**src/rtl/result_collector.sv**
```systemverilog
// result_collector: packs a stream of signed accumulator results into one wide
// word (first element in the most-significant slot), with a one-word holding
// register and a valid/ready handshake on the output side.
// Optional feature macro: COLLECTOR_SAT_EN (signed saturation instead of wrap).
module result_collector #(
  parameter int acc_width  = 16,
  parameter int elem_width = 8,
  parameter int num_elems  = 7
) (
  input  logic                                clk,
  input  logic                                reset,
  input  logic [acc_width-1:0]                in_data,
  input  logic                                in_valid,
  output logic                                in_ready,
  input  logic                                flush,
  output logic [elem_width*num_elems-1:0]     out_data,
  output logic [$clog2(num_elems+1)-1:0]      out_count,
  output logic                                out_valid,
  input  logic                                out_ready,
  output logic                                overrun,
  output logic                                sat_seen
);

  localparam int W   = elem_width * num_elems;
  localparam int CW  = $clog2(num_elems + 1);
  localparam int SHW = $clog2(W + 1);

  typedef enum logic {COLLECT = 1'b0, STALL = 1'b1} state_t;

  state_t          state_q, state_d;
  logic [W-1:0]    acc_q, acc_d;
  logic [CW-1:0]   cnt_q, cnt_d;
  logic [W-1:0]    hold_data_q, hold_data_d;
  logic [CW-1:0]   hold_cnt_q, hold_cnt_d;
  logic            hold_vld_q, hold_vld_d;
  logic            overrun_q, overrun_d;
  logic            sat_q, sat_d;

  logic [elem_width-1:0] elem;
  logic                  clamp;
  logic                  accept, hold_free, complete, do_flush, emit, load;
  logic [W-1:0]          acc_after, word, load_data;
  logic [CW-1:0]         cnt_after, load_cnt;
  logic [SHW-1:0]        shamt;

`ifdef COLLECTOR_SAT_EN
  localparam logic signed [acc_width-1:0] SAT_MAX =
    {{(acc_width-elem_width+1){1'b0}}, {(elem_width-1){1'b1}}};
  localparam logic signed [acc_width-1:0] SAT_MIN =
    {{(acc_width-elem_width+1){1'b1}}, {(elem_width-1){1'b0}}};

  // Narrow by clamping to the signed element range
  always_comb begin
    elem  = in_data[elem_width-1:0];
    clamp = 1'b0;
    if ($signed(in_data) > SAT_MAX) begin
      elem  = SAT_MAX[elem_width-1:0];
      clamp = 1'b1;
    end else if ($signed(in_data) < SAT_MIN) begin
      elem  = SAT_MIN[elem_width-1:0];
      clamp = 1'b1;
    end
  end
`else
  // Upper sample bits are discarded in wrap mode
  logic unused_in_hi;
  assign unused_in_hi = ^in_data[acc_width-1:elem_width];
  assign elem  = in_data[elem_width-1:0];
  assign clamp = 1'b0;
`endif

  // Collect/stall control, word assembly and holding-register update
  always_comb begin
    accept    = in_valid && (state_q == COLLECT);
    hold_free = !hold_vld_q || out_ready;
    acc_after = accept ? {acc_q[W-elem_width-1:0], elem} : acc_q;
    cnt_after = cnt_q + CW'(accept);
    complete  = accept && (cnt_q == CW'(num_elems - 1));
    // A flush on the completing edge is redundant: the word is already full.
    do_flush  = flush && (state_q == COLLECT) && !complete && (cnt_after != '0);
    emit      = complete || do_flush;
    // Left-justify partial words; a full word has a zero shift.
    shamt     = SHW'(elem_width * (num_elems - int'(cnt_after)));
    word      = acc_after << shamt;

    state_d   = state_q;
    acc_d     = acc_q;
    cnt_d     = cnt_q;
    load      = 1'b0;
    load_data = acc_q;
    load_cnt  = cnt_q;

    case (state_q)
      COLLECT: begin
        acc_d = acc_after;
        cnt_d = cnt_after;
        if (emit) begin
          if (hold_free) begin
            load      = 1'b1;
            load_data = word;
            load_cnt  = cnt_after;
            acc_d     = '0;
            cnt_d     = '0;
          end else begin
            // Park the finished (justified) word until the hold drains.
            state_d = STALL;
            acc_d   = word;
            cnt_d   = cnt_after;
          end
        end
      end
      STALL: begin
        if (hold_free) begin
          load    = 1'b1;
          acc_d   = '0;
          cnt_d   = '0;
          state_d = COLLECT;
        end
      end
      default: state_d = COLLECT;
    endcase

    hold_data_d = hold_data_q;
    hold_cnt_d  = hold_cnt_q;
    hold_vld_d  = hold_vld_q;
    if (load) begin
      hold_data_d = load_data;
      hold_cnt_d  = load_cnt;
      hold_vld_d  = 1'b1;
    end else if (hold_vld_q && out_ready) begin
      hold_vld_d = 1'b0;
    end

    overrun_d = overrun_q | (in_valid && (state_q != COLLECT));
    sat_d     = sat_q | (accept && clamp);
  end

  // State registers
  always_ff @(posedge clk or posedge reset) begin
    if (reset) begin
      state_q     <= COLLECT;
      acc_q       <= '0;
      cnt_q       <= '0;
      hold_data_q <= '0;
      hold_cnt_q  <= '0;
      hold_vld_q  <= 1'b0;
      overrun_q   <= 1'b0;
      sat_q       <= 1'b0;
    end else begin
      state_q     <= state_d;
      acc_q       <= acc_d;
      cnt_q       <= cnt_d;
      hold_data_q <= hold_data_d;
      hold_cnt_q  <= hold_cnt_d;
      hold_vld_q  <= hold_vld_d;
      overrun_q   <= overrun_d;
      sat_q       <= sat_d;
    end
  end

  assign in_ready  = (state_q == COLLECT);
  assign out_data  = hold_data_q;
  assign out_count = hold_cnt_q;
  assign out_valid = hold_vld_q;
  assign overrun   = overrun_q;
`ifdef COLLECTOR_SAT_EN
  assign sat_seen  = sat_q;
`else
  assign sat_seen  = 1'b0;
`endif

endmodule

```
**config.mk**
```make
export PLATFORM = sky130hd
export DESIGN_NAME = result_collector
export DESIGN_NICKNAME = d
export VERILOG_FILES = /design/src/rtl/result_collector.sv
export SDC_FILE = /design/constraint.sdc
export NUM_CORES = 1
export LEC_CHECK = 0
export ABC_AREA = 1
export BUFFER_PORTS_ARGS = -buffer_cell sky130_fd_sc_hd__buf_2
export CORE_MARGIN = 2
export CORE_UTILIZATION = 45
export DETAILED_ROUTE_END_ITERATION = 7
export PLACE_DENSITY = 0.65
export SLEW_MARGIN = 25
export SYNTH_ARGS = -nofsm -noshare
export SYNTH_HDL_FRONTEND = slang
export SYNTH_SLANG_ARGS = --single-unit
```
**constraint.sdc**
```tcl
create_clock -name clk -period 10.92 [get_ports clk]
set_input_delay 2.73 -clock clk [delete_from_list [all_inputs] [get_ports clk]]
set_output_delay 2.73 -clock clk [all_outputs]
set_load 0.01 [all_outputs]
```
### After elaboration in Yosys (flattened, before gate mapping)

Cells that the tools add are included.

| word-level totals | value |
|---|---|
| register bits after elaboration | 121 |
| output and inout port bits | 63 |
| input port bits | 21 |
| word-level logic and storage cells | 50 |

| operators by class | value |
|---|---|
| reduce and logical (&&, ||, !) cells | 13 |
| eq/ne operators | 2 |
| bitwise logic cells | 2 |
| muxes and demuxes | 23 |
| shift operators | 1 |
| add/sub/neg operators | 2 |

Operator list:

| kind | number |
|---|---|
| two-way mux 56 bit | 7 |
| case mux 56 bit (2 select lines) | 1 |
| << shifter 56 x 6 -> 56 bit | 1 |
| two-way mux 3 bit | 6 |
| logical AND 1 bit | 7 |
| two-way mux 1 bit | 6 |
| case mux 3 bit (2 select lines) | 1 |
| case mux 1 bit (2 select lines) | 2 |
| adder 3 x 1 -> 3 bit | 1 |
| equality test 3 bit, second input constant | 1 |
| nonzero test 3 bit | 1 |
| subtractor 3 bit, first input constant | 1 |
| logical NOT 1 bit | 2 |
| logical OR 1 bit | 2 |
| != test 2 x 1 -> 1 bit, second input constant | 1 |
| nonzero test 2 bit | 1 |
| inverter 1 bit | 1 |
| bitwise OR 1 bit | 1 |

### Logic depth before layout (Yosys ltp)

Gate-level depths: netlist of the first run.

| depth | value |
|---|---|
| word-level depth | 10 |
| depth in mapped cells | 17 |
| depth with buffers taken out | 13 |

### Worst setup path after synthesis of the first run

Ideal clock, no wire load.

| timing | value |
|---|---|
| path kind | input to register |
| start | input in_valid |
| end | register hold_data_q[32], in the netlist out_data[32] |
| arrival time | 4,668 ps |
| library setup time | 116 ps |
| path slack | 6,136 ps |
| stages | 16 |
| path buffers | 4 |
| required time | 10,804 ps |
| path through | buf_4 > inv_2 > nor2_8 > buf_2 > ha_1 > ha_1 > inv_2 > nand3_1 > o21bai_4 > nand3_2 > nand2_1 > buf_6 > buf_4 > nor2_1 > nand2_1 > nand2_1 |

| on the way | value |
|---|---|
| cells in the longest elaborated chain, start to end | 8 |
| elaborated cells between the ends (all ways) | 16 |
| classes of those cells | 2 x add/sub; 1 x shift; 6 x mux; 7 x reduce/logical |

RTL lines:

| what | line | source |
|---|---|---|
| from (decl) | 13 | `input logic in_valid,` |
| logical AND 1 bit * | 74 | `accept = in_valid && (state_q == COLLECT);` |
| branches (longest 7 deep; another with adder 3 x 1 -> 3 bit) | n/a |  |
| to (signal assigned) | 153 | `hold_data_q <= hold_data_d;` |
| to (decl) | 33 | `logic [W-1:0] hold_data_q, hold_data_d;` |

Every way passes the cells marked *.
A chain may end at the register's enable or synchronous reset.

### Final worst setup path of the first run

| timing | value |
|---|---|
| start | input in_valid |
| end | register hold_data_q[42], in the netlist out_data[42] |

Same word-level chain as after synthesis.

==> metrics.md, run 1 <==
| Metric | Value |
|---|---|
| Status | complete, no violations |
| Hold_buf cts | 0 |
| Bufs on Longest Clock Path | 2 |
| Max-slew violation count | 0 |
| Synth Warn # | 0 |
| Final worst path period need | slightly above 6000 ps |
| Final setup viols | 0 |
| Sw power | around 1.7 mW |
| HP Class | reg -> reg |
| Peak VDD IR | ~0.00024 V |
| Vias in the first global route | approximately 7900 |
| Slowest CP cell | buf_4 |
| Die area | between 0.015 and 0.02 mm^2 |
| Pin count of the biggest net entering global routing | 67 |
| Die height | approximately 140 um |
| Synth unique cells | 27 |
| Cts repair resizes | 0 |
| IO Port Bufs | 74 |
| Power per cell area | 361 mW/mm^2 |
| CP endpoint kind | flop |
| CORE AREA | between 0.015 and 0.02 mm^2 |
| Crit start category | primary input |
| Hold Worst Slack | around 470 ps |
| Drt wl/cell | 17.7 um |
| Final Cycle Share | a little under three fifths |
| Worst EP required | 11220 ps |
| FMAX | around 160 MHz |
| Die span in x | around 140 um |
| Total Routed Length | roughly 27000 um |
| Worst-Skew Late Latency | ~420 ps |
| Mapped Cells | between 1000 and 1500 |
| Worst Setup SP | in_valid |
| Part of the power in registers | between 20 and 25% |
| CP max FO | between 50 and 60 |
| Mean Syn Cell Area | 6.36 um^2 |
| H-tree levels | 4 |
| Synthesized flop and latch total | roughly 120 |
| Clk pin slew, worst setup/hold paths | approximately 60 ps |
| P_int | roughly 1.5 mW |
| RSZ-0062 raised after global routing | false |
| Min-delay src | out_count[0] |
| Setup Fix Bufs, Post-CTS | 0 |
| P_leak | approximately 4.6 nW |
| Via count | approximately 8800 |
| WP buf/inv | 5 |
| Endpoints failing hold | 0 |
| Initial drt markers | ~1100 |
| Area grow syn2layout | 10.7% |
| I/O pins | between 80 and 90 |
| All-Layer GR Usage | approximately 29% |
| Root Buffer Master | clkbuf_16 |
| Post-route ant nets | 0 |
| Skew final | just over 7 ps |
| Worst-Margin Slew | slightly above 900 ps |
| DRC violations left | 0 |
| Top delay family on crit path | simple AND/OR/NAND/NOR gates |
| Slew HR | about two fifths |
| Max_cap viols | 0 |
| Starting Density | 45.6% |
| Antenna cells | 0 |
| Sequential area share after synthesis | roughly 37% |
| CTS tree | yes |
| Worst path cell trace | buf_2 > buf_4 > inv_2 > nor2_8 > ha_1 > ha_2 > inv_2 > nand3_1 > o21bai_4 > nand3_2 > nand2_2 > buf_4 > nor2_1 > nand2_1 > nand2_1 |
| Via density | 5.70 |
| Placer congestion estimate | between 0.8 and 0.9 |
| GRT Residual Overflow | 0 |
| Crit path DAT | around 6500 ps |
| Total iterations of the first detailed-routing run | 6 |
| Comb pwr share | 59.0% |
| Sum Neg Setup Slack | 0 ps |
| First-pass GRT wire length | between 40000 and 50000 um |
| R2R Path Start | state_q |
| Syn Nets | 1303 |
| Final nets | between 1000 and 1500 |
| Layout cells sized above 1 | a little under an eighth |
| HPWL Detailed | roughly 17000 um |
| Setup CP Type | in -> reg |
| Initial antenna violation count | 1 |
| CP max stage delay | around 600 ps |
| Sw Ratio | between 50% and 60% |
| Part of the power in the clock network | ~16% |
| Row Count | 49 |
| Inserted Clock Buffers | 17 |
| Clk sinks | around 120 |
| Synth Cell Area | between 0.008 and 0.009 mm^2 |
==> routing by layer <==
layer	vias up	share of wire, %	GRT usage (%)
met2	420	44	42.6
met5	-	0	0
met3	59	8.7	7.07
li1	4196	-	-
met1	4109	44	40.9
met4	0	3.7	11.8
==> cells by family (layout without fill, tap and decap cells) <==
| logic type | Yosys count | count (layout) | synth area share (%) |
|---|---|---|---|
| simple gates | 932 | 932 | 48.5 |
| flops | 121 | 121 | 37.2 |
| buf+inv | 147 | 179 | 8.44 |
| fa+ha+maj | 2 | 2 | 0.308 |
| compound gates | 77 | 77 | 5.48 |
| other cells | 1 | 1 | 0.0461 |
==> flip-flops by register name, indices dropped and copies added, names as in the netlist <==
signal	count
acc_q	56
out_data	56
overrun	1
out_valid	1
cnt_q	3
state_q	1
out_count	3
==> cell usage after synthesis <==
| library cell | instances | area [um^2] |
|---|---|---|
| a21oi_1 | 1 | 5.00 |
| buf_1 | 7 | 26.3 |
| buf_2 | 27 | 135 |
| buf_4 | 17 | 128 |
| buf_6 | 5 | 56.3 |
| clkbuf_1 | 33 | 124 |
| conb_1 | 1 | 3.75 |
| dfrtp_1 | 121 | 3030 |
| ha_1 | 2 | 25.0 |
| inv_1 | 53 | 199 |
| inv_2 | 5 | 18.8 |
| nand2_1 | 548 | 2060 |
| nand2_2 | 4 | 25.0 |
| nand3_1 | 294 | 1470 |
| nand3_2 | 1 | 10.0 |
| nand4_1 | 3 | 18.8 |
| nor2_1 | 64 | 240 |
| nor2_8 | 1 | 20.0 |
| nor3_1 | 2 | 10.0 |
| o211ai_1 | 17 | 128 |
| o21ai_0 | 54 | 270 |
| o21ai_1 | 2 | 10.0 |
| o21bai_1 | 1 | 7.51 |
| o21bai_4 | 1 | 18.8 |
| o22ai_1 | 1 | 6.26 |
| or2_1 | 5 | 31.3 |
| or2_2 | 10 | 62.6 |
==> worst paths after layout <==
kind / depth (start not counted) / slack [ps] / to
max in group asynchronous: 4 / 7050 / acc_q[28]
hold / removal: 2 / 470 / out_count[0]
hold reg to reg: 2 / 470 / out_count[0]
setup / recovery: 15 / 4740 / out_data[42]
setup reg to reg: 12 / 7030 / out_data[42]
min in group asynchronous: 2 / 2350 / out_count[0]
==> cells in the final DEF (no fill, tap or decap) <==
master      instances
nor3_1              2
conb_1              1
clkbuf_16          17
buf_4              16
inv_2               4
clkinv_4            1
o211ai_1           17
nand3_2             1
ha_2                1
clkbuf_8            1
o21bai_1            1
nand2_1           546
o22ai_1             1
or2_1               5
nand4_1             3
o21ai_1             2
bufinv_16           1
nor2_8              1
or2_2              10
o21bai_4            1
dfrtp_1           121
clkinvlp_4          5
nand3_1           294
nand2_2             6
clkinv_1            1
inv_1              51
a21oi_2             1
inv_4               2
nor2_2              1
buf_2              74
ha_1                1
clkinv_2            6
nor2_1             63
o21ai_0            54
==> area by class of cell <==
class,count,area (um^2)
flip-flops and latches,121,3030
clock inverters,13,106
inverters,58,223
multi-input cells,1012,4430
clock buffers,18,439
well taps,229,287
repair buffers,90,490
fillers,1845,8830
==> power groups by stage <==
stage | combinational, mW | clock, mW | sequential (mW)
3_5_place_dp | 1.89 | 0 | 0.809
2_1_floorplan | 1.32 | 0 | 0.841
3_3_place_gp | 1.87 | 0 | 0.809
4_1_cts | 1.90 | 0.533 | 0.806
5_1_grt | 2.14 | 0.559 | 0.835
6_report | 1.92 | 0.527 | 0.805
==> through the flow <==
step	utilization (%)	cells	power [mW]	setup WS, ps	area (um^2)
2_1_floorplan	-	1280	2.16	4980	8140
3_3_place_gp	47.4	1510	2.68	4340	8460
3_5_place_dp	47.4	1510	2.70	4310	8460
4_1_cts	50.5	1541	3.24	4740	9010
5_1_grt	50.5	1541	3.53	4480	9010
6_report	50.5	1541	3.25	4740	9010
==> worst register-to-register path, delay by kind of cell, from the launching register on <==
kind / cells / cell delay, ps
DFF: 1 / 570
buffers and inverters: 2 / 660
AOI/OAI and AO/OA: 1 / 200
and+or+nand+nor: 7 / 1800
adders and majority gates: 2 / 530
Note: power is estimated with default switching activity, not from simulation.
==> run 2, diff against run 1 <==
--- a/config.mk
+++ b/config.mk
@@ -5,7 +5,7 @@
 export SDC_FILE = /design/constraint.sdc
 export NUM_CORES = 1
 export LEC_CHECK = 0
-export ABC_AREA = 1
+export ABC_AREA = 0
 export BUFFER_PORTS_ARGS = -buffer_cell sky130_fd_sc_hd__buf_2
 export CORE_MARGIN = 2
 export CORE_UTILIZATION = 45
==> constraint.sdc (replaced) <==
create_clock -name clk -period 6.4 [get_ports clk]
set_input_delay 1.6 -clock clk [delete_from_list [all_inputs] [get_ports clk]]
set_output_delay 1.6 -clock clk [all_outputs]
set_load 0.01 [all_outputs]
==> run 2 against run 1 <==
  * Register-to-register slack got worse by 4900 ps
  * Final area rose by 3.0%
  * Critical endpoint is now out_data[25]
  * Highest routed layer unchanged
  * Clock skew rose by 0.94 ps
  * First-iteration DRC count fell by 22%
  * Clock power rose by 100%
  * Sequential power rose by 76%
  * Synthesized cell count fell by 27%
  * Non-clock buffer count rose by 3
  * Largest power group unchanged
  * Setup slack got worse by 3100 ps
  * Global-route usage rose by 1.2 points
  * Cell count fell by 22%
  * Wire length rose by 5.7%
==> metrics.md, run 2 <==
| Metric | Value |
|---|---|
| Skew final | 8.07 ps (was 7.13 ps) |
| I/O pins | 84 (unchanged) |
| Final worst path period need | around 4800 ps |
| DRC violations left | 0 (unchanged) |
| Synth Warn # | 0 (unchanged) |
| Sequential area share after synthesis | 36.9% (was 37.2%) |
| RSZ-0062 raised after global routing | false (unchanged) |
| Crit path DAT | 5110 ps (was 6480 ps) |
| Initial drt markers | 846 (was 1080) |
| CP max stage delay | 750 ps (was 600 ps) |
| Die area | 0.0193 mm^2 (was 0.0192 mm^2) |
| Peak VDD IR | 0.000266 V (was 0.000239 V) |
| Sum Neg Setup Slack | 0 ps (unchanged) |
| Total Routed Length | 28800 um (was 27200 um) |
| Synth top area cells | dfrtp_1 (37%), mux2i_1 (6.2%), mux2_2 (5.1%), o221ai_1 (5.0%), nand2_1 (4.5%) (was dfrtp_1 (37%), nand2_1 (25%), nand3_1 (18%), o21ai_0 (3.3%), nor2_1 (3.0%)) |
| Top delay family on crit path | compound AO/OA/AOI/OAI gates (was simple AND/OR/NAND/NOR gates) |
| Endpoints failing hold | 0 (unchanged) |
| Layout cells sized above 1 | 18.8% (was 11.4%) |
| Drt wl/cell | 23.9 um (was 17.7 um) |
| Via density | 6.66 (was 5.70) |
| HPWL Detailed | 19000 um (was 16700 um) |
| H-tree levels | 4 (unchanged) |
| Syn Nets | 962 (was 1303) |
| Mapped Cells | 939 (was 1280) |
| IO Port Bufs | 74 (unchanged) |
| Pin count of the biggest net entering global routing | 84 (was 67) |
| Worst-Skew Late Latency | 430 ps (was 420 ps) |
| WP buf/inv | 4 (was 5) |
| Die span in x | 139 um (was 138 um) |
| Hold_buf cts | 0 (unchanged) |
| Synth top cells by count | dfrtp_1 (121), nand2_1 (99), nor2_1 (97) (was nand2_1 (548), nand3_1 (294), dfrtp_1 (121)) |
| Antenna cells | 0 (unchanged) |
| Worst Hold End | overrun (was out_count[0]) |
| Mean Syn Cell Area | 8.74 um^2 (was 6.36 um^2) |
| Worst r2r path cells | 11 (was 12) |
| Clk pin slew, worst setup/hold paths | 60 ps (about the same) |
| CP endpoint kind | flop (unchanged) |
| Die height | 139 um (was 138 um) |
| Worst-Margin Slew | 1010 ps (was 912 ps) |
| Bufs on Longest Clock Path | 2 (unchanged) |
| R2R Path Start | state_q (unchanged) |
| Largest area contributor in the netlist | dfrtp_1 (unchanged) |
| Power per cell area | 562 mW/mm^2 (was 361 mW/mm^2) |
| Total iterations of the first detailed-routing run | 5 (was 6) |
| Slowest CP cell | nand2_1 (was buf_4) |
| Placed cell count | 1170 (was 1510) |
| Fin cells | 1203 (was 1541) |
| R2R Path End | out_data[25] (was out_data[42]) |
| Primary FF master, synth | dfrtp_1 (unchanged) |
| Final Cycle Share | between 70% and 80% |
| Hold path depth | 1 (was 2) |
| Crit start category | primary input (unchanged) |
| FMAX | about 210 MHz |
| HP Class | reg -> reg (unchanged) |
| Via count | 8013 (was 8784) |
| CORE AREA | 0.0179 mm^2 (was 0.0178 mm^2) |
| CP max FO | 24 (was 54) |
| Min-delay src | overrun (was out_count[0]) |
| Worst path cell trace | buf_2 > nand2b_4 > inv_6 > ha_2 > ha_1 > buf_4 > inv_1 > nand2_1 > a211oi_1 > o22ai_1 > a2bb2oi_1 (was buf_2 > buf_4 > inv_2 > nor2_8 > ha_1 > ha_2 > inv_2 > nand3_1 > o21bai_4 > nand3_2 > nand2_2 > buf_4 > nor2_1 > nand2_1 > nand2_1) |
| Inserted Clock Buffers | 17 (unchanged) |
| Synth unique cells | 58 (was 27) |
| First-pass GRT wire length | 45300 um (was 43800 um) |
| Most frequent cells in the layout | dfrtp_1 (121), nand2_1 (99), nor2_1 (96), buf_2 (74), a21oi_1 (73) (was nand2_1 (546), nand3_1 (294), dfrtp_1 (121), buf_2 (74), nor2_1 (63)) |
| Top-count cell post-synth | dfrtp_1 (was nand2_1) |
| All-Layer GR Usage | 30.1% (was 28.9%) |
| Row Count | 49 (unchanged) |
| Status | complete, no violations (unchanged) |
| Slew HR | 32.6% (was 39.0%) |
| Setup Fix Bufs, Post-CTS | 0 (unchanged) |
| Max-slew violation count | 0 (unchanged) |
| Final nets | 984 (was 1323) |
| Post-synth EDFFs | 0 (unchanged) |
| Vias in the first global route | 7487 (was 7881) |
| Cts repair resizes | 0 (unchanged) |
| Commonest non-fill, non-tap cell in the layout | dfrtp_1 (was nand2_1) |
| Clk sinks | 121 (unchanged) |
| CTS tree | yes (unchanged) |
| Final setup viols | 0 (unchanged) |
| Worst R2R Setup Slack | 2100 ps (was 7030 ps) |
| Setup CP Type | in -> reg (unchanged) |
| Root Buffer Master | clkbuf_16 (unchanged) |
| Max_cap viols | 0 (unchanged) |
| Synthesized flop and latch total | 121 (unchanged) |
| Placer congestion estimate | 0.966 (was 0.872) |
| Post-route ant nets | 0 (unchanged) |
| P_leak | 3.88 nW (was 4.64 nW) |
| Initial antenna violation count | 0 (was 1) |
| Starting Density | 45.8% (was 45.6%) |
| Util after Layout | 51.8% (was 50.5%) |
| GRT Residual Overflow | 0 (unchanged) |
| Synth Cell Area | 0.00820 mm^2 (was 0.00814 mm^2) |
| Async set-reset flop share out of synthesis | 100% (unchanged) |
| Synth top area share | 36.9% (was 37.2%) |
| Worst EP required | 6750 ps (was 11220 ps) |
| Area grow syn2layout | 13.1% (was 10.7%) |
-- run 2: cell count changes in the layout (fill, tap and decap cells not counted), sizes merged, moves of 34 or more --
cell    change
nand2     -450
nor2       +34
nor3       +39
mux2i      +51
a21oi      +74
nand3     -278
a211oi     +34
mux2       +39
o221ai     +47
inv        -36
-- run 2: per-stage QoR --
step / worst slack (ps) / instance area, um^2 / hold WS (ps) / power (mW)
floorplan: 1590 / 8200 / 472 / 3.19
global placement: 1410 / 8590 / 439 / 4.03
detailed placement: 1380 / 8590 / 444 / 4.05
CTS: 1770 / 9240 / 458 / 5.14
global route: 1550 / 9280 / 471 / 5.50
finish: 1640 / 9280 / 458 / 5.21
-- run 2: final cells by class --
cell class,count,area [um^2]
flip-flops and latches,121,3030
fillers,1696,8620
clock buffers,20,457
multi-input cells,707,4690
well taps,229,287
inverters,21,86.3
clock inverters,12,196
repair buffers,93,533
-- run 2: power breakdown --
group | switching (mW) | total, mW | internal, mW
combinational | 1.73 | 2.71 | 0.986
sequential | 0.340 | 1.42 | 1.08
clock | 0.374 | 1.08 | 0.709
total | 2.44 | 5.21 | 2.77
-- run 2: how the worst max path moves through the flow --
stage          depth (start not counted)  startpoint            to  slack [ps]
3_3_place_gp                          11    in_valid  out_data[27]        1410
6_report                              11    in_valid  out_data[25]        1640
5_1_grt                               11    in_valid  out_data[27]        1550
4_1_cts                               11    in_valid  out_data[27]        1770
3_5_place_dp                          11    in_valid  out_data[27]        1380
2_1_floorplan                          1       reset      acc_q[0]        1590
-- run 2: kinds of logic (layout without fill, tap and decap cells) --
logic type	after synthesis	in the layout	synth area share, %
compound gates	322	322	28.8
xor+xnor	5	5	0.717
fa+ha+maj	2	2	0.305
buf+inv	111	146	6.45
flops	121	121	36.9
mux	90	90	11.7
other cells	1	1	0.0457
simple gates	287	287	15.1
-- run 2: routing by layer --
metal  wire, um  part of all wire (%)  vias to the layer above  global-route usage (%)
met5          0                     0                        -                       0
met4       1210                   4.2                        0                    14.8
met3       2710                   9.4                       66                    6.53
met2      12300                    43                      449                    42.5
met1      12600                    44                     3902                    43.6
li1           -                     -                     3596                       -
